==> src/rtl/ps2_note_decoder.sv <==
// PS/2 set-2 scan-code parser driving a monophonic note gate with last-pressed priority.
// Optional NOTE_RETRIGGER_EN: typematic repeats of a held key re-assert the note and strobe.
module ps2_note_decoder #(
  parameter int unsigned OCT_DEFAULT    = 4,
  parameter int unsigned OCT_MAX        = 7,
  parameter int unsigned PREFIX_TIMEOUT = 5_000_000
) (
  input  logic        CLOCK_50,
  input  logic        reset,
  input  logic [7:0]  received_data,
  input  logic        received_data_en,
  output logic [3:0]  note,
  output logic [2:0]  octave,
  output logic        note_valid,
  output logic        note_strobe,
  output logic [11:0] key_held
);

  localparam int unsigned CntW = $clog2(PREFIX_TIMEOUT + 1);

  typedef enum logic [1:0] {StIdle, StBrk, StExt, StExtBrk} state_e;

  state_e            state_q, state_d;
  logic [CntW-1:0]   cnt_q, cnt_d;
  logic [3:0]        note_q, note_d;
  logic [2:0]        octave_q, octave_d;
  logic              valid_q, valid_d;
  logic              strobe_q, strobe_d;
  logic [11:0]       held_q, held_d;

  logic              key_hit;
  logic [3:0]        key_idx;
  logic [11:0]       held_clr;
  logic [3:0]        lowest;

  // Returns {hit, index} for the twelve note keys.
  function automatic logic [4:0] decode_key(input logic [7:0] code);
    unique case (code)
      8'h1C:   decode_key = {1'b1, 4'd0};
      8'h1D:   decode_key = {1'b1, 4'd1};
      8'h1B:   decode_key = {1'b1, 4'd2};
      8'h23:   decode_key = {1'b1, 4'd3};
      8'h2D:   decode_key = {1'b1, 4'd4};
      8'h2B:   decode_key = {1'b1, 4'd5};
      8'h2C:   decode_key = {1'b1, 4'd6};
      8'h34:   decode_key = {1'b1, 4'd7};
      8'h33:   decode_key = {1'b1, 4'd8};
      8'h3C:   decode_key = {1'b1, 4'd9};
      8'h3B:   decode_key = {1'b1, 4'd10};
      8'h43:   decode_key = {1'b1, 4'd11};
      default: decode_key = {1'b0, 4'd0};
    endcase
  endfunction

  assign {key_hit, key_idx} = decode_key(received_data);
  assign held_clr = held_q & ~(12'b1 << key_idx);

  always_comb begin
    lowest = 4'd0;
    for (int i = 11; i >= 0; i--) begin
      if (held_clr[i]) lowest = 4'(i);
    end
  end

  always_comb begin
    state_d  = state_q;
    cnt_d    = cnt_q;
    note_d   = note_q;
    octave_d = octave_q;
    valid_d  = valid_q;
    strobe_d = 1'b0;
    held_d   = held_q;

    // A byte landing on the expiry cycle wins over the timeout.
    if (state_q == StIdle || received_data_en) begin
      cnt_d = '0;
    end else if (cnt_q == CntW'(PREFIX_TIMEOUT - 1)) begin
      cnt_d   = '0;
      state_d = StIdle;
    end else begin
      cnt_d = cnt_q + 1'b1;
    end

    if (received_data_en) begin
      unique case (state_q)
        StIdle: begin
          if (received_data == 8'hF0) begin
            state_d = StBrk;
          end else if (received_data == 8'hE0) begin
            state_d = StExt;
          end else if (key_hit) begin
            if (!held_q[key_idx]) begin
              held_d[key_idx] = 1'b1;
              note_d          = key_idx;
              valid_d         = 1'b1;
              strobe_d        = 1'b1;
            end else begin
`ifdef NOTE_RETRIGGER_EN
              note_d   = key_idx;
              strobe_d = 1'b1;
`endif
            end
          end else if (received_data == 8'h22) begin
            if (octave_q < 3'(OCT_MAX)) octave_d = octave_q + 1'b1;
          end else if (received_data == 8'h1A) begin
            if (octave_q != 3'd0) octave_d = octave_q - 1'b1;
          end
        end
        StBrk: begin
          state_d = StIdle;
          if (key_hit && held_q[key_idx]) begin
            held_d = held_clr;
            if (held_clr == 12'd0) begin
              valid_d = 1'b0;
            end else if (note_q == key_idx) begin
              note_d   = lowest;
              strobe_d = 1'b1;
            end
          end
        end
        StExt: begin
          state_d = (received_data == 8'hF0) ? StExtBrk : StIdle;
        end
        StExtBrk: begin
          state_d = StIdle;
        end
        default: state_d = StIdle;
      endcase
    end
  end

  always_ff @(posedge CLOCK_50 or negedge reset) begin
    if (!reset) begin
      state_q  <= StIdle;
      cnt_q    <= '0;
      note_q   <= 4'd0;
      octave_q <= 3'(OCT_DEFAULT);
      valid_q  <= 1'b0;
      strobe_q <= 1'b0;
      held_q   <= 12'd0;
    end else begin
      state_q  <= state_d;
      cnt_q    <= cnt_d;
      note_q   <= note_d;
      octave_q <= octave_d;
      valid_q  <= valid_d;
      strobe_q <= strobe_d;
      held_q   <= held_d;
    end
  end

  assign note        = note_q;
  assign octave      = octave_q;
  assign note_valid  = valid_q;
  assign note_strobe = strobe_q;
  assign key_held    = held_q;

endmodule
==> config.mk <==
export PLATFORM = sky130hd
export DESIGN_NAME = ps2_note_decoder
export DESIGN_NICKNAME = d
export VERILOG_FILES = /design/src/rtl/ps2_note_decoder.sv
export SDC_FILE = /design/constraint.sdc
export NUM_CORES = 1
export LEC_CHECK = 0
export CAP_MARGIN = 20
export CORE_UTILIZATION = 57
export CTS_BUF_LIST = sky130_fd_sc_hd__clkbuf_16
export DETAILED_ROUTE_END_ITERATION = 10
export PLACE_DENSITY = 0.77
export SLEW_MARGIN = 20
export SYNTH_ARGS = -nofsm -noshare
export SYNTH_HDL_FRONTEND = slang
export SYNTH_SLANG_ARGS = --single-unit
==> constraint.sdc <==
create_clock -name CLOCK_50 -period 2.25 [get_ports CLOCK_50]
set_input_delay 0.45 -clock CLOCK_50 [delete_from_list [all_inputs] [get_ports CLOCK_50]]
set_output_delay 0.45 -clock CLOCK_50 [all_outputs]
set_load 0.05 [all_outputs]
# ---- Word level (Yosys, flattened, before mapping)
# Cells that the tools add are included.
# Widths: inputs -> output; s select.
dict set report totals {
  out_inout_bits 21
  n_memories 0
  reg_bits 46
  wordCells 124
  input_bits 11
  latchBits 0
  mem_bits_rw 0
  rom_bits 0
}
dict set report op_classes {
  n_reduce_logical 14
  bitwise_logic 6
  n_div 0
  n_addsub 3
  n_lt_le_gt_ge 3
  n_mul 0
  n_mux 60
  n_eq_ne 30
  n_shift 1
}
# cell n
set ops {}
lappend ops {{$mux 4} 19}
lappend ops {{$eq 8x6->1 const B} 9}
lappend ops {{$mux 12} 5}
lappend ops {{$pmux 5 s12} 1}
lappend ops {{$mux 23} 2}
lappend ops {{$eq 8x5->1 const B} 4}
lappend ops {{$pmux 12 s2} 1}
lappend ops {{$add 23x1->23 const B} 1}
lappend ops {{$eq 23x23->1 const B} 1}
lappend ops {{$eq 8x8->1 const B} 2}
lappend ops {{$mux 1} 16}
lappend ops {{$ne 2x2->1 const B} 8}
lappend ops {{$reduce_and 8->1} 2}
lappend ops {{$and 12x12->12} 1}
lappend ops {{$logic_not 12->1} 1}
lappend ops {{$mux 2} 6}
lappend ops {{$mux 3} 4}
lappend ops {{$not 12->12} 1}
lappend ops {{$or 12x12->12} 1}
lappend ops {{$shl 1x4->12 const A} 1}
lappend ops {{$reduce_and 9->1} 1}
lappend ops {{$eq 8x7->1 const B} 1}
lappend ops {{$pmux 4 s2} 1}
lappend ops {{$reduce_and 7->1} 1}
lappend ops {{other kinds (20)} 27}

# ---- Longest topological paths before layout
# Gate-level depths: netlist (run 1).
dict set report logic_depth {
  ltp_word 21
  mapped_depth 12
  ltp_nobuf 8
}

# ---- Worst setup path after synthesis (run 1)
# No wires, ideal clock.
dict set report synth_timing {
  path_kind {input-to-reg}
  start {input port received_data[3]}
  end {register note_q[0] (netlist: note[0])}
  setup_ps 125
  stages 11
  slack_ps -1038
  path_buffers 3
  t_required_ps 2125
  arrival_time_ps 3163
  path_cell_list {buf_6 -> or4b_4 -> or3_1 -> buf_2 -> and3_1 -> buf_4 -> mux2i_1 -> a221oi_1 -> o211a_2 -> mux2_4 -> mux2_4}
}
dict set report synth_between {
  elab_chain_len 21
  elab_cells_between_ends 51
  classes_between {eq/ne: 22; shift: 1; mux: 23; bitwise: 2; reduce/logical: 3}
}
# element line
set synth_rtl {}
lappend synth_rtl {{start: declaration} 10} ;# input logic [7:0] received_data,
lappend synth_rtl {{$eq 8x7->1 (tied with other cells)} 38} ;# unique case (code)
lappend synth_rtl {{$pmux 5 s12} 38}
lappend synth_rtl {{$shl 1x4->12} 56} ;# assign held_clr = held_q & ~(12'b1 << key_idx);
lappend synth_rtl {{$not 12->12} 56}
lappend synth_rtl {{$and 12x12->12} 56}
lappend synth_rtl {{$mux 4 (12 in a row)} 61} ;# if (held_clr[i]) lowest = 4'(i);
lappend synth_rtl {{$mux 4} 115} ;# end else if (note_q == key_idx) begin
lappend synth_rtl {{$mux 4} 113} ;# if (held_clr == 12'd0) begin
lappend synth_rtl {{$mux 4} 111} ;# if (key_hit && held_q[key_idx]) begin
lappend synth_rtl {{$pmux 4 s2} 85} ;# unique case (state_q)
lappend synth_rtl {{end signal: assignment} 144} ;# note_q <= note_d;
lappend synth_rtl {{end: declaration} 25} ;# logic [3:0] note_q, note_d;
# Several ways; a longest one is shown, not always the timed one. The select of a mux whose other input is x is not followed.
# A chain may end at the register's enable or synchronous reset.

# ---- Worst setup path in the final report (run 1)
dict set report layout_timing {
  start {input port received_data[1]}
  end {register note_q[1] (netlist: note[1])}
}
# The elaborated chain is that of the path after synthesis.

==> metrics.md, run 1 <==
| Metric | Value |
|---|---|
| Status | `finished with violations` |
| Failing checks | `negative setup slack` |
| Filler cell count | `261` |
| Worst skew pair latency | `0.29 ns` |
| # diodes | `0` |
| Critical Path Source Type | `input pin` |
| Total Wirelength | `between 9 and 10 mm` |
| Worst VDD drop | `just under 0.6 mV` |
| GRT overflow | `0` |
| Clock transition at path regs | `approximately 0.070 ns` |
| Clock Skews | `0.00736 ns` |
| R2R Path End | `note[1]` |
| Starting DRC count in detailed routing | `356` |
| Commonest non-fill, non-tap cell in the layout | `buf_4` |
| Layout Cells excl Fill | `around 500` |
| Routed vias/inst | `around 6.4` |
| Slew Limit Fails | `0` |
| WS Path Type | `in2reg` |
| Synth warn | `0` |
| Largest net degree at the start of global routing | `47` |
| Num CTS Buffers | `5` |
| Max cap viols | `0` |
| WP data arrival | `between 3 and 4 ns` |
| Via count | `3,280` |
| Area contributors post-synth | `dfrtp_1 (38%), nor2_1 (5.7%), xnor2_1 (4.7%), nand3_1 (3.9%), o21ai_0 (3.9%)` |
| FFs w/ async S/R, synth | `100%` |
| Clk Tree Root Cell | `clkbuf_16` |
| Vias in the first global route | `roughly 3,200` |
| Area growth syn-to-layout | `43.5%` |
| Clock sink total | `46` |
| DP Area | `3900 um2` |
| Post-DRT Antenna Nets | `0` |
| Most frequent cells in the layout | `buf_4 (79), nor2_1 (45), dfrtp_1 (45)` |
| Final TNS setup | `-9.60 ns` |
| Kind of end point of the critical path | `register` |
| Dpl cells | `a little under 500` |
| Worst Hold Class | `in2async` |
| Relative slew slack | `a little over 60%` |
| GR Util All Layers | `~38%` |
| Routed metal-1 wire length | `approximately 3.7 mm` |
| Leakage | `between 1.5 and 2 nW` |
| FF+latch count, synth | `46` |
| Die ar. | `~5500 um2` |
| Mux contribution to synthesized area | `approximately 4.2%` |
| Worst r2r src | `key_held[7]` |
| Nets@finish | `between 400 and 500` |
| Dpl ws | `-1.31 ns` |
| RSZ-0062 raised after global routing | `yes` |
| Core box area | `roughly 5000 um2` |
| DRT Pass-1 Iters | `7` |
| Critical Path RT | `~2.4 ns` |
| Flop2flop setup slack | `approximately 0.22 ns` |
| Post-synthesis adder-cell area fraction | `1.09%` |
| Core Rows | `25` |
| Layout cells sized above 1 | `32.8%` |
| Cell Area, Synth | `approximately 3000 um2` |
| Main synth FF type | `dfrtp_1` |
| Main combinational cell family by area after synthesis | `simple AND/OR/NAND/NOR gates` |
| Final Hold Violating Endpoints | `0` |
| Initial antenna violation count | `0` |
| Slew at the pin with the worst max-slew slack | `a little under 0.6 ns` |
| CTS tree | `done` |
| I/O pins | `32` |
| Min cycle time layout | `approximately 3.0 ns` |
| Top cell type's share of synthesized area | `37.8%` |
| I/O Buffers | `31` |
| Synth Area in XOR/XNOR | `under 10%` |
| Remaining DRCs | `0` |
| Syn Inst Count | `~340` |
| DP HPWL | `about 6.3 mm` |
| Seq/Total Area, Yosys | `between 30% and 40%` |
| Longest Clk Path Bufs | `2` |
| Gp weighted congestion | `~0.95` |
| Netlist cell types | `58` |
| Max Used Layer | `met4` |
| Final period utilization | `131%` |
| Cells on worst reg2reg path | `9` |
| Post-route cell area | `between 4000 and 5000 um2` |
| Hold Buf Count CTS | `0` |
| Chip Height | `74.3 um` |
| Die width | `between 70 and 80 um` |
| Starting Density | `between 60 and 70%` |
| EDFF count, synth | `0` |
| Number of setup violations in the final report | `21` |
| Fmax | `339 MHz` |
| Fin worst setup slack | `-0.703 ns` |
| Avg WL per Cell | `around 19 um` |
| Crit path max fanout | `6` |
| Routed wl met2 | `just under 5 mm` |
| Global-route wire length before repair | `15.5 mm` |
| H-tree depth | `2` |
| Met3 routed WL | `762 um` |
| Yosys top cell by area | `dfrtp_1` |
| Total Power | `approximately 0.0022 W` |
| Simple-gate share of the synthesized area | `28.7%` |
| Compound-gate portion of the synthesized area | `14.8%` |
| Syn_nets | `350` |
| Avg Inst Size Synth | `slightly below 9 um2` |
| Cell Pwr Density | `about 520 nW/um2` |
==> cell type report <==
class	count	area, um2	area share, %
multi-input combinational	263	1870	43.9
inverter	10	37.5	0.879
sequential	46	1150	27.0
clock buffer	5	125	2.93
tap	67	83.8	1.96
clock inverter	3	23.8	0.557
timing repair buffer	118	975	22.8
==> synthesized netlist by cell type, drive strengths merged (7+ instances only) <==
cell and count:
clkbuf 13, nor3 7, o21ai 24, xor2 12, xnor2 16, nand2 24
inv 10, nand4 13, nand3 23, dfrtp 45, and3 7, nor2 46
==> flip-flops by register name, summed over array words and instances (netlist names) <==
register / cells
state_q: 2
cnt_q: 23
note: 4
key_held: 12
note_strobe: 1
octave: 3
note_valid: 1
==> cell families (layout without fill, tap and decap cells) <==
group	Yosys count	after routing
AOI/OAI and AO/OA	63	63
xor gates and xnor gates	28	28
adders and majority gates	2	2
buffers and inverters	28	136
DFF	46	46
muxes	10	10
and+or+nand+nor	160	160
==> metrics by stage <==
stage / hold WS, ns / util (%)
2_1_floorplan: 0.154 / -
3_5_place_dp: 0.470 / 79.9
5_1_grt: 0.300 / 87.5
4_1_cts: 0.263 / 86.3
6_report: 0.231 / 87.5
3_3_place_gp: 0.462 / 79.9
==> worst max-delay path, cell delays in order <==
cell           delay, ns
dlygate4sd2_1       0.34
nand3b_1            0.17
buf_4               0.17
nand2_1             0.09
a31o_2              0.32
buf_4               0.16
o41ai_1             0.41
buf_4               0.22
nand4_1             0.15
nand4_1             0.13
mux2_4              0.21
mux2_4              0.31
==> report_power, final <==
part | internal [W] | switching (W) | leakage (nW) | total [W]
clock | 0.000415 | 0.000326 | 0.0664 | 0.000741
combinational | 0.000258 | 0.000335 | 1.11 | 0.000592
sequential | 0.000860 | 0.0000448 | 0.617 | 0.000905
total | 0.00153 | 0.000706 | 1.79 | 0.00224
==> worst max-delay path by stage <==
stage	slack, ns	start	end	depth (start not counted)
CTS	-0.54	received_data[4]	note[3]	9
detailed placement	-1.31	received_data[5]	note[3]	9
global route	-1.17	received_data[5]	note[1]	12
global placement	-1.22	received_data[5]	note[2]	9
floorplan	-1.02	received_data[3]	note[0]	11
finish	-0.70	received_data[1]	note[1]	12
==> routing by layer <==
metal | GRT usage [%] | vias up
met4 | 16.8 | 0
li1 | - | 1449
met1 | 44.5 | 1538
met5 | 0 | -
met3 | 8.13 | 80
met2 | 65.5 | 213
==> timing repair <==
| action | in CTS | in global routing |
|---|---|---|
| setup endpoints to repair | 21 | 21 |
| setup buffers | 7 | 0 |
| gates resized for setup | 53 | 23 |
| pin swaps | 13 | 6 |
| gates cloned | 1 | 0 |
Note: power is estimated with default switching activity, not from simulation.
==> run 2, diff against run 1 <==
--- a/config.mk
+++ b/config.mk
@@ -9,7 +9,7 @@
 export CORE_UTILIZATION = 57
 export CTS_BUF_LIST = sky130_fd_sc_hd__clkbuf_16
 export DETAILED_ROUTE_END_ITERATION = 10
-export PLACE_DENSITY = 0.77
+export PLACE_DENSITY = 0.8
 export SLEW_MARGIN = 20
 export SYNTH_ARGS = -nofsm -noshare
 export SYNTH_HDL_FRONTEND = slang
==> run 2 against run 1 <==
  * The flow still finishes with violations (negative setup slack)
  * Die area unchanged
  * Total power decreased by 1.2%
  * Clock skew about the same
  * Sequential cell count unchanged
  * Non-clock buffer count increased by 1
  * Combinational power increased by 2%
  * Maximum frequency increased by 3.3%
  * Worst setup slack improved by 0.094 ns
  * Critical path type unchanged
  * Global-route usage decreased by 0.67 points
  * Register-to-register slack improved by 0.02 ns
  * Largest cell class unchanged
  * Core utilization decreased by 0.95 points
==> metrics.md, run 2 (synthesis gave the netlist of run 1 again) <==
| Metric | Value |
|---|---|
| Core box area | `around 5000 um2` |
| Global-route wire length before repair | `15.2 mm` |
| Post-DRT Antenna Nets | `0` |
| Chip Height | `around 74 um` |
| Slew at the pin with the worst max-slew slack | `around 0.57 ns` |
| Initial antenna violation count | `0` |
| DP Area | `about 4000 um2` |
| Clk Tree Root Cell | `clkbuf_16` |
| Max cap viols | `0` |
| Worst r2r src | `state_q[0]` |
| Crit path max fanout | `8` |
| Filler cell count | `roughly 260` |
| Largest net degree at the start of global routing | `47` |
| Final period utilization | `127%` |
| Area growth syn-to-layout | `42.0%` |
| Clock transition at path regs | `around 0.060 ns` |
| Most frequent cells in the layout | `buf_4 (81), nor2_1 (45), dfrtp_1 (45)` |
| Met3 Resource Use GR | `6.91%` |
| Clock sink total | `46` |
| Die ar. | `5510 um2` |
| Routed vias/inst | `around 6.4` |
| Total Wirelength | `between 9 and 10 mm` |
| Starting DRC count in detailed routing | `290` |
| Clock Skews | `0.00756 ns` |
| Fmax | `between 300 and 400 MHz` |
| Critical Path RT | `2.42 ns` |
| Min cycle time layout | `about 2.9 ns` |
| Gp weighted congestion | `~0.98` |
| Layout Cells excl Fill | `513` |
| Avg WL per Cell | `between 15 and 20 um` |
| Number of setup violations in the final report | `21` |
| Leakage | `~1.8 nW` |
| Kind of end point of the critical path | `register` |
| Dpl ws | `-1.33 ns` |
| Flop2flop setup slack | `between 0.2 and 0.25 ns` |
| Core Rows | `25` |
| Die width | `74.3 um` |
| Via count | `between 3,000 and 4,000` |
| H-tree depth | `2` |
| Worst Hold Class | `in2async` |
| Status | `finished with violations` |
| Number of flip-flops in the largest register | `23` |
| RSZ-0062 raised after global routing | `yes` |
| Worst skew pair latency | `between 0.2 and 0.3 ns` |
| Routing usage on met2 | `between 60 and 70%` |
| Remaining DRCs | `0` |
| GRT overflow | `0` |
| Final Hold Violating Endpoints | `0` |
| Final TNS setup | `-9.25 ns` |
| Vias in the first global route | `between 3,000 and 4,000` |
| Biggest register | `cnt_q` |
| Hold Buf Count CTS | `0` |
| Num CTS Buffers | `5` |
| Longest Clk Path Bufs | `2` |
| Grt peak-use layer | `met2` |
| Failing checks | `negative setup slack` |
| Dpl cells | `497` |
| CTS tree | `done` |
| Nets@finish | `roughly 460` |
| DP HPWL | `6.27 mm` |
| I/O pins | `32` |
| Commonest non-fill, non-tap cell in the layout | `buf_4` |
| WS Path Type | `in2reg` |
| Starting Density | `about 61%` |
| Worst VDD drop | `0.562 mV` |
| Slew Limit Fails | `0` |
| DRT Pass-1 Iters | `5` |
| Post-route cell area | `between 4000 and 5000 um2` |
| Critical Path Source Type | `input pin` |
| Layout cells sized above 1 | `30.5%` |
| Fin worst setup slack | `-0.609 ns` |
| R2R Path End | `note[1]` |
| # diodes | `0` |
| I/O Buffers | `31` |
| GR Util All Layers | `around 37%` |
| Met1 usage | `43.3%` |
| WP data arrival | `a little over 3 ns` |
| Cells on worst reg2reg path | `5` |
| Relative slew slack | `a little over 60%` |
| Cell Pwr Density | `between 500 and 600 nW/um2` |
run 2: cell count changes in the layout (fill, tap and decap cells not counted), moves of 2 or more:
cell | before | now
buf_6 | 10 | 8
o21ai_2 | 8 | 3
clkinvlp_4 | 2 | 0
a31oi_1 | 2 | 4
buf_4 | 79 | 81
o21ai_0 | 12 | 17
buf_8 | 0 | 2
a31oi_2 | 2 | 0
run 2: metal layers:
layer,vias up,share of wire [%]
met5,-,0
met4,0,4.9
met3,61,6.9
met2,196,50
met1,1554,38
li1,1448,-
run 2: repair_timing:
item | in CTS | in global routing
setup buffers | 5 | 5
resized for setup | 53 | 11
pin swaps | 14 | 11
setup endpoints to repair | 21 | 21
run 2: area by class of cell:
| class | count | area [um2] | area share [%] |
|---|---|---|---|
| Clock buffer | 5 | 125 | 2.96 |
| Sequential cell | 46 | 1150 | 27.3 |
| Clock inverter | 3 | 17.5 | 0.415 |
| Inverter | 10 | 37.5 | 0.889 |
| Timing Repair Buffer | 119 | 990 | 23.4 |
| Tap cell | 67 | 83.8 | 1.98 |
| Multi-Input combinational cell | 263 | 1820 | 43.0 |
run 2: through the flow:
step / hold WS (ns) / util (%) / power, W
finish: 0.237 / 86.6 / 0.00221
global route: 0.303 / 86.6 / 0.00228
CTS: 0.266 / 85.3 / 0.00219
detailed placement: 0.465 / 79.9 / 0.00142
global placement: 0.464 / 79.9 / 0.00141
floorplan: 0.154 / - / 0.00118
run 2: worst max-delay path by stage:
stage / from / end / slack [ns] / depth (start not counted)
after floorplan: received_data[3] / note[0] / -1.02 / 11
after global placement: received_data[5] / note[3] / -1.25 / 9
after detailed placement: received_data[4] / note[1] / -1.33 / 9
after CTS: received_data[3] / note[1] / -0.59 / 9
after global routing: received_data[3] / note[1] / -0.66 / 9
final: received_data[3] / note[1] / -0.61 / 9
run 2: critical path, cell delays in order:
cell and delay [ns]:
buf_6 0.09, or4b_4 0.53, or3_4 0.45, and3_4 0.21
mux2i_1 0.14, a221oi_2 0.25, o211a_2 0.24, mux2_4 0.35
mux2_4 0.31
run 2: power breakdown:
part / internal, W / switching (W) / leakage (nW)
Clock: 0.000407 / 0.000299 / 0.0750
Sequential: 0.000860 / 0.0000422 / 0.617
Combinational: 0.000264 / 0.000339 / 1.12
Total: 0.00153 / 0.000681 / 1.81
